[config.mk]
export PLATFORM = sky130hd
export DESIGN_NAME = piradip_axis_sample_capture
export DESIGN_NICKNAME = d
export VERILOG_FILES = /design/src/rtl/piradip_axis_sample_capture.sv
export SDC_FILE = /design/constraint.sdc
export NUM_CORES = 1
export LEC_CHECK = 0
export CAP_MARGIN = 20
export CORE_MARGIN = 1.5
export CORE_UTILIZATION = 35
export CTS_CLUSTER_DIAMETER = 120
export DETAILED_ROUTE_END_ITERATION = 8
export GPL_ROUTABILITY_DRIVEN = 0
export HOLD_SLACK_MARGIN = 0.12
export PLACE_DENSITY = 0.79
export SLEW_MARGIN = 30
export SYNTH_ARGS = -nofsm -noshare
export SYNTH_HDL_FRONTEND = slang
export SYNTH_SLANG_ARGS = --single-unit
[constraint.sdc]
create_clock -name aclk -period 1.97 [get_ports aclk]
set_input_delay 0.591 -clock aclk [delete_from_list [all_inputs] [get_ports aclk]]
set_output_delay 0.591 -clock aclk [all_outputs]
set_load 0.1 [all_outputs]
[src/rtl/piradip_axis_sample_capture.sv]
// Stream-domain write engine for the sample buffer: takes an unthrottled AXI-Stream sample feed
// and writes accepted beats into a RAM window, either looping or stopping after one pass.
module piradip_axis_sample_capture #(
   parameter int DATA_WIDTH   = 128,
   parameter int OFFSET_WIDTH = 5,
   parameter int COUNT_WIDTH  = 32
) (
   input  logic                    aclk,
   input  logic                    aresetn,
   input  logic [DATA_WIDTH-1:0]   s_tdata,
   input  logic                    s_tvalid,
   output logic                    s_tready,
   input  logic                    ctrl_update,
   input  logic                    ctrl_active,
   input  logic                    ctrl_one_shot,
   input  logic [OFFSET_WIDTH-1:0] ctrl_start,
   input  logic [OFFSET_WIDTH-1:0] ctrl_end,
   input  logic                    i_en,
   input  logic                    q_en,
   output logic                    mem_we,
   output logic [OFFSET_WIDTH-1:0] mem_addr,
   output logic [DATA_WIDTH-1:0]   mem_wdata,
   output logic                    stopped,
   output logic                    wrap_toggle,
   output logic [COUNT_WIDTH-1:0]  capture_count
);

   localparam int HALF = DATA_WIDTH / 2;

   typedef enum logic {
      ST_IDLE = 1'b0,
      ST_RUN  = 1'b1
   } state_t;

   state_t                  state;
   logic [OFFSET_WIDTH-1:0] ptr;
   logic [OFFSET_WIDTH-1:0] win_start;
   logic [OFFSET_WIDTH-1:0] win_end;
   logic                    win_one_shot;

   logic                    start_req;
   logic                    beat;
   logic [DATA_WIDTH-1:0]   masked_data;

   // The ADC feed is never back-pressured; only reset withholds ready.
   assign s_tready  = aresetn;
   assign start_req = ctrl_update & ctrl_active;
   assign beat      = s_tvalid & s_tready;

   assign masked_data = {s_tdata[DATA_WIDTH-1:HALF] & {HALF{i_en}},
                         s_tdata[HALF-1:0]          & {HALF{q_en}}};

   // NOTE: all state below uses non-blocking assignments so every branch sees pre-edge values.
   always_ff @(posedge aclk or negedge aresetn) begin
      if (!aresetn) begin
         state         <= ST_IDLE;
         ptr           <= '0;
         win_start     <= '0;
         win_end       <= '1;
         win_one_shot  <= 1'b0;
         mem_we        <= 1'b0;
         mem_addr      <= '0;
         mem_wdata     <= '0;
         stopped       <= 1'b1;
         wrap_toggle   <= 1'b0;
         capture_count <= '0;
      end else begin
         mem_we <= 1'b0;
         if (start_req) begin
            // Start or restart: the beat arriving in this cycle is dropped.
            state         <= ST_RUN;
            ptr           <= ctrl_start;
            win_start     <= ctrl_start;
            win_end       <= ctrl_end;
            win_one_shot  <= ctrl_one_shot;
            capture_count <= '0;
            stopped       <= 1'b0;
         end else if (state == ST_RUN && beat) begin
            mem_we    <= 1'b1;
            mem_addr  <= ptr;
            mem_wdata <= masked_data;
            if (capture_count != '1) begin
               capture_count <= capture_count + 1'b1;
            end
            if (ptr != win_end) begin
               ptr <= ptr + 1'b1;
            end else if (win_one_shot) begin
               state   <= ST_IDLE;
               stopped <= 1'b1;
            end else begin
               ptr         <= win_start;
               wrap_toggle <= ~wrap_toggle;
            end
         end
      end
   end

endmodule

==> reports/metrics.cfg, run 1 <==
[status]
outcome = complete, but fails checks
violations = setup timing

[yosys]
yosys_register_bits = 185
async_flop_share_pct = 100
syn_nets = 1015
ys_types = 49
synth_area_leaders = dfrtp_1 (56%), nand2_1 (15%), o21ai_0 (8.3%), clkbuf_1 (2.4%), dfstp_2 (2.0%)
seq_area_frac_synth_pct = 58.5
synth.top_cell.area_share_pct = 56.5
syn_area_per_cell_um2 = 9.15
synth_edf_count = 0
yosys.area.top_type = dfrtp_1
synth.cell_area_um2 = 7930
yosys_warnings = 0
synth_top_flop_cell = dfrtp_1
syn_inst = 867

[setup_path]
crit_type = reg -> reg
cp-end-kind = flip-flop
cp.required_ns = 2.32
cp_common_cell = buf_4
crit_path_max_incr_delay_ns = 0.48
crit_chain = nand4_1 -> buf_4 -> nor4_4 -> buf_4 -> o211ai_1 -> or4_1 -> o21ai_0
ff2ff_setup_slack_ns = -0.04
crit-reg2reg-capture = capture_count[27]
critical_path.max_fanout = 3
ff2ff_path_depth = 7
critical_path_arrival_ns = 2.36
worstReg2RegStart = capture_count[9]
worstSetupStartpointType = flip-flop
critPathSlowestCell = or4_1

[sta]
layout_min_cycle_time_ns = 2.01
tightest_slew_ns = 0.672
final_hold_viol_count = 0
slew_violations = 0
rsz0062_at_grt = true
setup_viol = 2
layout_setup_ws_ns = -0.0423
relSlewSlack_pct = 55.2
fmax_mhz = 497
skew_ns = 0.0148
fin_crit_sh_pct = 102

[detailed_routing]
dr.pass1.iters = 5
routed_wl_um = 26300
via_per_inst = 5.04
vias = 7685
drtIter0Drc = 490
post_drt_wl_per_cell_um = 17.3
remaining_drc_errors = 0
ant_nets = 0

[global_route]
overflow = 0
grtUsageTotal_pct = 22.3
grt_antenna_before_repair = 1
grt_pass1_wl_um = 41200
grt_pass1_vias = 7617
grt_max_degree = 99

[finish]
fin_cells = 1525
area_growth_pct = 84.2
layout.nets = 1379
drive_gt1_share_pct = 29.7

[flow_run]
maxCapViolCount = 0

[cts]
cts_tree = done
cts_buffers = 17
htreeDepth = 4
insertion_delay_ns = 0.44
cts-root-buf = clkbuf_16
clkTransAtPathRegs_ns = 0.08
cts_buffer_depth = 2
cts_sinks = 185

[power]
p_int_mw = 8.61
p_comb_share_pct = 44.3
power.leakage_nw = 6.39
power_per_cell_area_nw_per_um2 = 1040
clock_power_share_pct = 23.2
finalPower_mw = 15.3
irDropWorstVdd_uv = 543
pwr-share-seq_pct = 32.5
swShare_pct = 43.6
p_sw_mw = 6.65

[floorplan]
start_util_pct = 36.0
die_h_um = 154
fp.dieArea_um2 = 23600
rows = 54
fp.coreArea_um2 = 22000
dieWidth_um = 154
pin_count = 315

[placement]
portBuffers = 314
dp.cells = 1490
dp_hpwl_um = 19700

[worst_hold_path]
hold_path.class = in -> async

-- state kept, by name (all words and copies together), names as in the netlist --
signal and flops:
ptr 5, wrap_toggle 1, capture_count 32, win_start 5, mem_addr 5, stopped 1
mem_wdata 128, state 1, win_one_shot 1, win_end 5, mem_we 1
-- cell usage in the layout (no fill, tap or decap), types with 11 or more instances in the layout --
cell type and instances:
nand2_1 309, buf_12 185, buf_4 72, or3_1 11, a21oi_1 16, dfrtp_1 147
nand3_1 16, nor2_1 18, dfrtp_4 27, o21ai_0 130, clkdlybuf4s50_1 142, clkbuf_16 17
-- cell usage after synthesis (all sizes together), types with 3 or more instances --
master,instances
or4,8
buf,10
nor3,3
xnor2,8
or3,12
and3,6
nor4,5
xor2,10
clkbuf,50
dfrtp,179
nand4,8
a31oi,5
nand2,311
o211ai,6
mux2,8
nand3,20
o31ai,3
dfstp,6
nor2,20
o21ai,140
a21oi,22
-- layer usage --
layer / part of all wire, % / track usage (%) / up-vias / wire length [um]
li1: - / - / 3635 / -
met1: 40 / 27.5 / 3690 / 10600
met2: 51 / 38.3 / 291 / 13300
met3: 5.1 / 4.48 / 69 / 1340
met4: 4.1 / 9.57 / 0 / 1070
met5: 0 / 0 / - / 0
-- what timing repair did --
action                                 in CTS  in global routing
pin swaps                                   4                  4
setup endpoints to repair                   8                 20
setup buffers                               0                  1
gates resized for setup                     6                 13
endpoints found under the hold margin      12                  0
hold buffers                                1                  0
-- worst max path at each step --
stage	start	to	slack, ns	cells after the start
CTS	capture_count[8]	capture_count[27]	-0.02	7
finish	capture_count[9]	capture_count[27]	-0.04	7
global route	capture_count[11]	capture_count[11]	-0.11	6
floorplan	capture_count[7]	capture_count[15]	-0.18	6
detailed placement	s_tvalid	capture_count[27]	-0.57	7
global placement	s_tvalid	capture_count[27]	-0.44	7
-- area by class of cell --
cell class                      instances  area [um2]
Tap cell                              280         350
Sequential cell                       185        4740
Clock inverter                         15         180
Antenna cell                            1        2.50
Inverter                                2        7.51
Clock buffer                           17         425
Fill cell                            1571        7420
Multi-Input combinational cell        620        3180
Timing Repair Buffer                  405        5720
-- power groups by stage --
| stage | Sequential [mW] | Clock (mW) | Combinational (mW) |
|---|---|---|---|
| final | 4.96 | 3.54 | 6.77 |
| after global routing | 5.02 | 3.78 | 7.00 |
| after CTS | 4.96 | 3.62 | 6.81 |
| after detailed placement | 5.04 | 0 | 6.79 |
| after global placement | 5.00 | 0 | 6.71 |
| after floorplan | 8.00 | 0 | 0.781 |
-- stage by stage --
stage | util [%] | instance area, um2 | hold WS, ns | worst slack [ns] | setup TNS [ns]
floorplan | - | 8090 | 0.295 | -0.185 | -2.81
global placement | 63.1 | 13900 | 0.456 | -0.441 | -26.83
detailed placement | 63.1 | 13900 | 0.459 | -0.566 | -32.87
CTS | 66.0 | 14500 | 0.329 | -0.0202 | -0.0272
global route | 66.3 | 14600 | 0.343 | -0.108 | -0.782
finish | 66.3 | 14600 | 0.330 | -0.0423 | -0.0681
-- worst max-delay path, delay by kind of cell (launching register included) --
family	cells	cell delay, ns
buf+inv	2	0.38
compound gates	2	0.20
flops	1	0.41
simple gates	3	0.93
-- logic make-up after synthesis --
kind of cell / synth area share, %
and+or+nand+nor: 21.9
AOI/OAI and AO/OA: 12.8
DFF: 58.5
buffers and inverters: 3.11
xor gates and xnor gates: 1.99
muxes: 1.39
adders and majority gates: 0.316
No activity file was read; power rests on OpenSTA's default activity.
==> run 2: changes to the inputs <==
--- a/config.mk
+++ b/config.mk
@@ -6,13 +6,14 @@
 export NUM_CORES = 1
 export LEC_CHECK = 0
 export CAP_MARGIN = 20
+export CELL_PAD_IN_SITES_DETAIL_PLACEMENT = 2
+export CELL_PAD_IN_SITES_GLOBAL_PLACEMENT = 2
 export CORE_MARGIN = 1.5
-export CORE_UTILIZATION = 35
-export CTS_CLUSTER_DIAMETER = 120
+export CORE_UTILIZATION = 22
 export DETAILED_ROUTE_END_ITERATION = 8
 export GPL_ROUTABILITY_DRIVEN = 0
 export HOLD_SLACK_MARGIN = 0.12
-export PLACE_DENSITY = 0.79
+export PLACE_DENSITY = 0.85
 export SLEW_MARGIN = 30
 export SYNTH_ARGS = -nofsm -noshare
 export SYNTH_HDL_FRONTEND = slang
==> constraint.sdc (replaced) <==
create_clock -name aclk -period 1.97 [get_ports aclk]
set_input_delay 0.591 -clock aclk [delete_from_list [all_inputs] [get_ports aclk]]
set_output_delay 0.591 -clock aclk [all_outputs]
set_load 0.01 [all_outputs]
==> reports/metrics.cfg, run 2 (synthesized netlist as in run 1, its figures left out) <==
[global_route]
overflow = 0
grt_pass1_vias = 8885
grt_max_degree = 73
grt_pass1_wl_um = 50900
grt_antenna_before_repair = 1
grtUsageTotal_pct = 17.9

[power]
power_per_cell_area_nw_per_um2 = 840
power.leakage_nw = 6.61
irDropWorstVdd_uv = 604
swShare_pct = 30.6
clock_power_share_pct = 34.3
p_sw_mw = 3.35
p_int_mw = 7.60
p_comb_share_pct = 22.7
pwr-share-seq_pct = 43.0

[status]
violations = setup timing
outcome = complete, but fails checks

[sta]
layout_min_cycle_time_ns = 2.01
skew_ns = 0.0113
fmax_mhz = 498
rsz0062_at_grt = true
setup_viol = 1
fin_crit_sh_pct = 102
slew_violations = 0
relSlewSlack_pct = 42.1
tightest_slew_ns = 0.869
layout_setup_ws_ns = -0.0399
final_hold_viol_count = 0

[cts]
clkTransAtPathRegs_ns = 0.07
insertion_delay_ns = 0.46
cts_hold_buffers = 0
cts_sinks = 185
cts_buffers = 17
cts-root-buf = clkbuf_16
cts_tree = done
cts_buffer_depth = 2
htreeDepth = 4

[placement]
dp_slack_ns = -0.600
dp_hpwl_um = 24600
dp.cells = 1675
portBuffers = 314

[finish]
area_growth_pct = 64.4
top_register = mem_wdata
largest_reg_flops = 128
layout_commonest_cell = nand2_1
reg_top3 = mem_wdata (128), capture_count (32)
final_cell_mix = nand2_1 (310), dfrtp_1 (176), clkdlybuf4s50_1 (141), dlygate4sd2_1 (141), o21ai_0 (129)
drive_gt1_share_pct = 14.9
layout.nets = 1392
n_fill_cell = 3921
fin_cells = 1719

[setup_path]
worstReg2RegStart = capture_count[11]
ff2ff_path_depth = 6
worstSetupStartpointType = flip-flop
ff2ff_setup_slack_ns = -0.04
cp.required_ns = 2.31
crit_path_max_incr_delay_ns = 0.58
critPathSlowestCell = or4_4
cp-end-kind = flip-flop
crit_type = reg -> reg
critPathLaunch = capture_count[11]
critical_path_arrival_ns = 2.35
crit-reg2reg-capture = capture_count[18]
critical_path.max_fanout = 4
crit_chain = nand4_1 -> or4_4 -> o211ai_1 -> buf_4 -> xor2_2 -> nor2_1

[floorplan]
pin_count = 315
fp.coreArea_um2 = 35500
fp.dieArea_um2 = 37200
rows = 69
start_util_pct = 22.3
die_h_um = 193
dieWidth_um = 193

[detailed_routing]
via_per_inst = 4.61
dr.pass1.iters = 4
post_drt_wl_per_cell_um = 19.6
vias = 7928
remaining_drc_errors = 0
ant_nets = 0
drtIter0Drc = 258
routed_wl_um = 33800

[flow_run]
maxCapViolCount = 0

[worst_hold_path]
hold_path.class = in -> async

-- run 2: changes by cell type in the layout (fill, tap and decap cells not counted), moves of 4 or more --
cell and change:
dlygate4sd2_1 +141, inv_6 +4, buf_12 -173, dfrtp_4 -27
dlymetal6s2s_1 +29, buf_4 +18, dfrtp_1 +29, inv_8 -5
-- run 2: how the worst max path moves through the flow --
stage               slack [ns]                end  cells after the start
floorplan               0.0009  capture_count[15]                      6
global placement         -0.54  capture_count[27]                      7
detailed placement       -0.60  capture_count[31]                      7
CTS                     0.0008      mem_wdata[53]                      1
global route             -0.14  capture_count[18]                      6
finish                   -0.04  capture_count[18]                      6
-- run 2: worst max-delay path, delay by kind of cell (launching register included) --
| family | cells | cell delay [ns] |
|---|---|---|
| buffers and inverters | 1 | 0.20 |
| AND/OR/NAND/NOR | 3 | 0.82 |
| flip-flops | 1 | 0.37 |
| XOR/XNOR | 1 | 0.13 |
| AO/OA/AOI/OAI | 1 | 0.39 |
-- run 2: repair_timing --
item,CTS,global route
resized for setup,149,48
pin swaps,2,12
setup endpoints to repair,151,51
gates cloned,0,0
buffers inserted,4,6
-- run 2: metrics by stage --
step	hold WS [ns]	cell area, um2	util (%)	total power [mW]	TNS (ns)
after detailed placement	0.463	12300	34.6	7.54	-52.41
final	0.175	13000	36.7	10.9	-0.0399
after CTS	0.403	12800	36.1	11.2	0
after global placement	0.459	12300	34.6	7.36	-34.28
after global routing	0.172	13000	36.7	11.5	-0.635
after floorplan	0.295	7950	-	5.66	0
-- run 2: layer usage --
metal	part of all wire (%)	track usage (%)
met4	3.2	7.99
met5	0	0
met2	53	32.1
met1	39	20.7
met3	4.7	3.27
-- run 2: power groups by stage --
stage               clock network, mW  logic, mW  registers, mW
floorplan                           0      0.758           4.90
global placement                    0       2.62           4.75
detailed placement                  0       2.74           4.80
CTS                              3.90       2.54           4.72
global route                     4.02       2.75           4.78
finish                           3.76       2.49           4.71
-- run 2: cell type report --
class | count | area (um2) | area share [%]
flip-flops and latches | 185 | 4640 | 35.6
repair buffers | 418 | 3990 | 30.6
multi-input cells | 620 | 3200 | 24.6
well taps | 461 | 577 | 4.42
clock buffers | 18 | 439 | 3.37
clock inverters | 14 | 183 | 1.40
inverters | 2 | 7.51 | 0.0576
diodes | 1 | 2.50 | 0.0192
==> variant (config.mk and constraints of run 1) <==
Change the parameter `OFFSET_WIDTH` from 5 to 10.
--- a/src/rtl/piradip_axis_sample_capture.sv
+++ b/src/rtl/piradip_axis_sample_capture.sv
@@ -4,3 +4,3 @@
    parameter int DATA_WIDTH   = 128,
-   parameter int OFFSET_WIDTH = 5,
+   parameter int OFFSET_WIDTH = 10,
    parameter int COUNT_WIDTH  = 32
Ports: changed (resized ctrl_end, ctrl_start and mem_addr); port bits go from 315 to 330. The function was not compared with the original's and may differ.
==> variant against run 1 <==
The run still ends with setup timing left. Cell area up 11%. Count of clock-buffer cells in the layout up 15. Worst setup slack worse by 87 ps. Total power up 5.3%. Sequential cell count up 20. Area after synthesis up 13%. Wire length up 21%. First-iteration DRC count up 51%. Largest cell class unchanged. Largest power group unchanged.
==> variant: results (changes against run 1) <==
stage,metric,value,unit,change
timing,Worst Skew,13.4,ps,-1.43 ps
clock_tree,clk slew on worst S/H paths,60,ps,-20 ps
layout,Layout fillers,1800,,+15%
placed_design,port bufs,329,,+4.8%
placed_design,DP Worst Slack,-693,ps,-128 ps
timing,count of final setup violators,10,,+8
global_route,pin count of the biggest net entering global routing,130,,+31%
placed_design,placed insts,1686,,+13%
run_status,run status,"finished, violations left",,
setup_path,Crit path largest cell delay,540,ps,+60 ps
global_route,vias in the first global route,8745,,+15%
clock_tree,Post CTS Setup Buffer Count,2,,+2
routing,Iter 0 DRT Violations,738,,+51%
clock_tree,CTS root buf,clkbuf_16,,
synth,XOR/XNOR share of the synthesized area,1.95,%,-0.042 points
setup_path,"Arr. time, crit path",2530,ps,+170 ps
setup_path,R2R Path End,capture_count[30]$_DFFE_PN0P_,,
routing,wire length per cell,18.2,µm,+5.7%
routing,drt total wl,31800,µm,+21%
clock_tree,Clock Path Buffers,3,,+1
setup_path,FF-to-FF Start,capture_count[7]$_DFFE_PN0P_,,
run_status,violated checks,setup timing,,
setup_path,Worst Reg-to-Reg Cells,5,,-2
clock_tree,# H-tree levels,1,,-3
synth,register area share after synthesis,57.2,%,-1.3 points
setup_path,reg2reg setup slack,-130,ps,-90 ps
synth,synth cell count leaders,"346 x nand2_1, 194 x dfrtp_1, 150 x o21ai_0, 58 x clkbuf_1, 23 x nand3_1",,
synth,Compound-Gate Fraction of Synth Area,13.4,%,+0.58 points
clock_tree,clk_lat worst skew,510,ps,+70 ps
global_route,total global-route track usage,22.8,%,+0.43 points
global_route,initial antenna violation count,2,,+1
clock_tree,Post-CTS Hold Fix Bufs,1,,unchanged
routing,DR vias,8867,,+15%
setup_path,CP Max Fanout,7,,+4
clock_tree,Num CTS Buffers,24,,+7
layout,Nets,1550,,+12%
placed_design,Post-DP Area,0.0152,mm²,+9.7%
layout,fraction of layout instances using a drive strength above 1,29.7,%,about the same
min_path,worst hold path class,in2async,,
timing,Setup TNS,-478,ps,-410 ps
placed_design,HPWL Detailed,22900,µm,+16%
synth,Area contributors post-synth,"dfrtp_1 54%, nand2_1 14%, o21ai_0 8.3%",,
timing,worst-margin pin slew,766,ps,+94.3 ps
synth,Syn Area/Cell,9.11,µm²,-0.41%
synth,"Distinct cells, synth",61,,+24%
synth,yosys warns,0,,unchanged
layout,Final Cell Area,0.0162,mm²,+11%
synth,multiplexer share of the synthesized area,1.71,%,+0.32 points
synth,Synth Area in Adders,0.278,%,-0.038 points
global_route,first-pass GRT wire length,47800,µm,+16%
timing,Final Worst Setup Slack,-129,ps,-86.6 ps
pwr,Pleak,7.12,nW,+12%
setup_path,Worst path slowest cell,or4b_4,,
clock_tree,CTS resizes,10,,+4
synth,Synth Net Count,1146,,+13%
pwr,maximum vdd drop,888,µV,+63%
synth,fraction of registers with async set/reset,100,%,unchanged
-- variant: power breakdown --
group / switching (mW) / internal [mW]
Sequential: 0.555 / 4.75
Clock: 1.78 / 2.49
Combinational: 4.10 / 2.39
Total: 6.43 / 9.63
-- variant: metrics by stage --
step | hold WS, ps | total power, mW
2_1_floorplan | 295 | 8.94
3_3_place_gp | 449 | 11.7
3_5_place_dp | 455 | 11.8
4_1_cts | 432 | 16.2
5_1_grt | 296 | 16.7
6_report | 296 | 16.1
-- variant: per-layer routing --
layer  up-vias  share of wire, %  routed length, µm  global-route usage [%]
met4         0               4.3               1370                    9.92
met2       356                51              16200                    39.7
li1       4147                 -                  -                       -
met5         -                 0                  0                       0
met3        85               6.5               2070                    4.16
met1      4279                38              12200                    27.4
-- variant: cell type report --
cell class	count	area share, %
Multi-Input combinational cell	706	22.7
Clock inverter	11	0.601
Tap cell	330	2.54
Clock buffer	32	4.07
Sequential cell	205	32.3
Timing Repair Buffer	444	37.5
Antenna cell	2	0.0308
Inverter	11	0.254
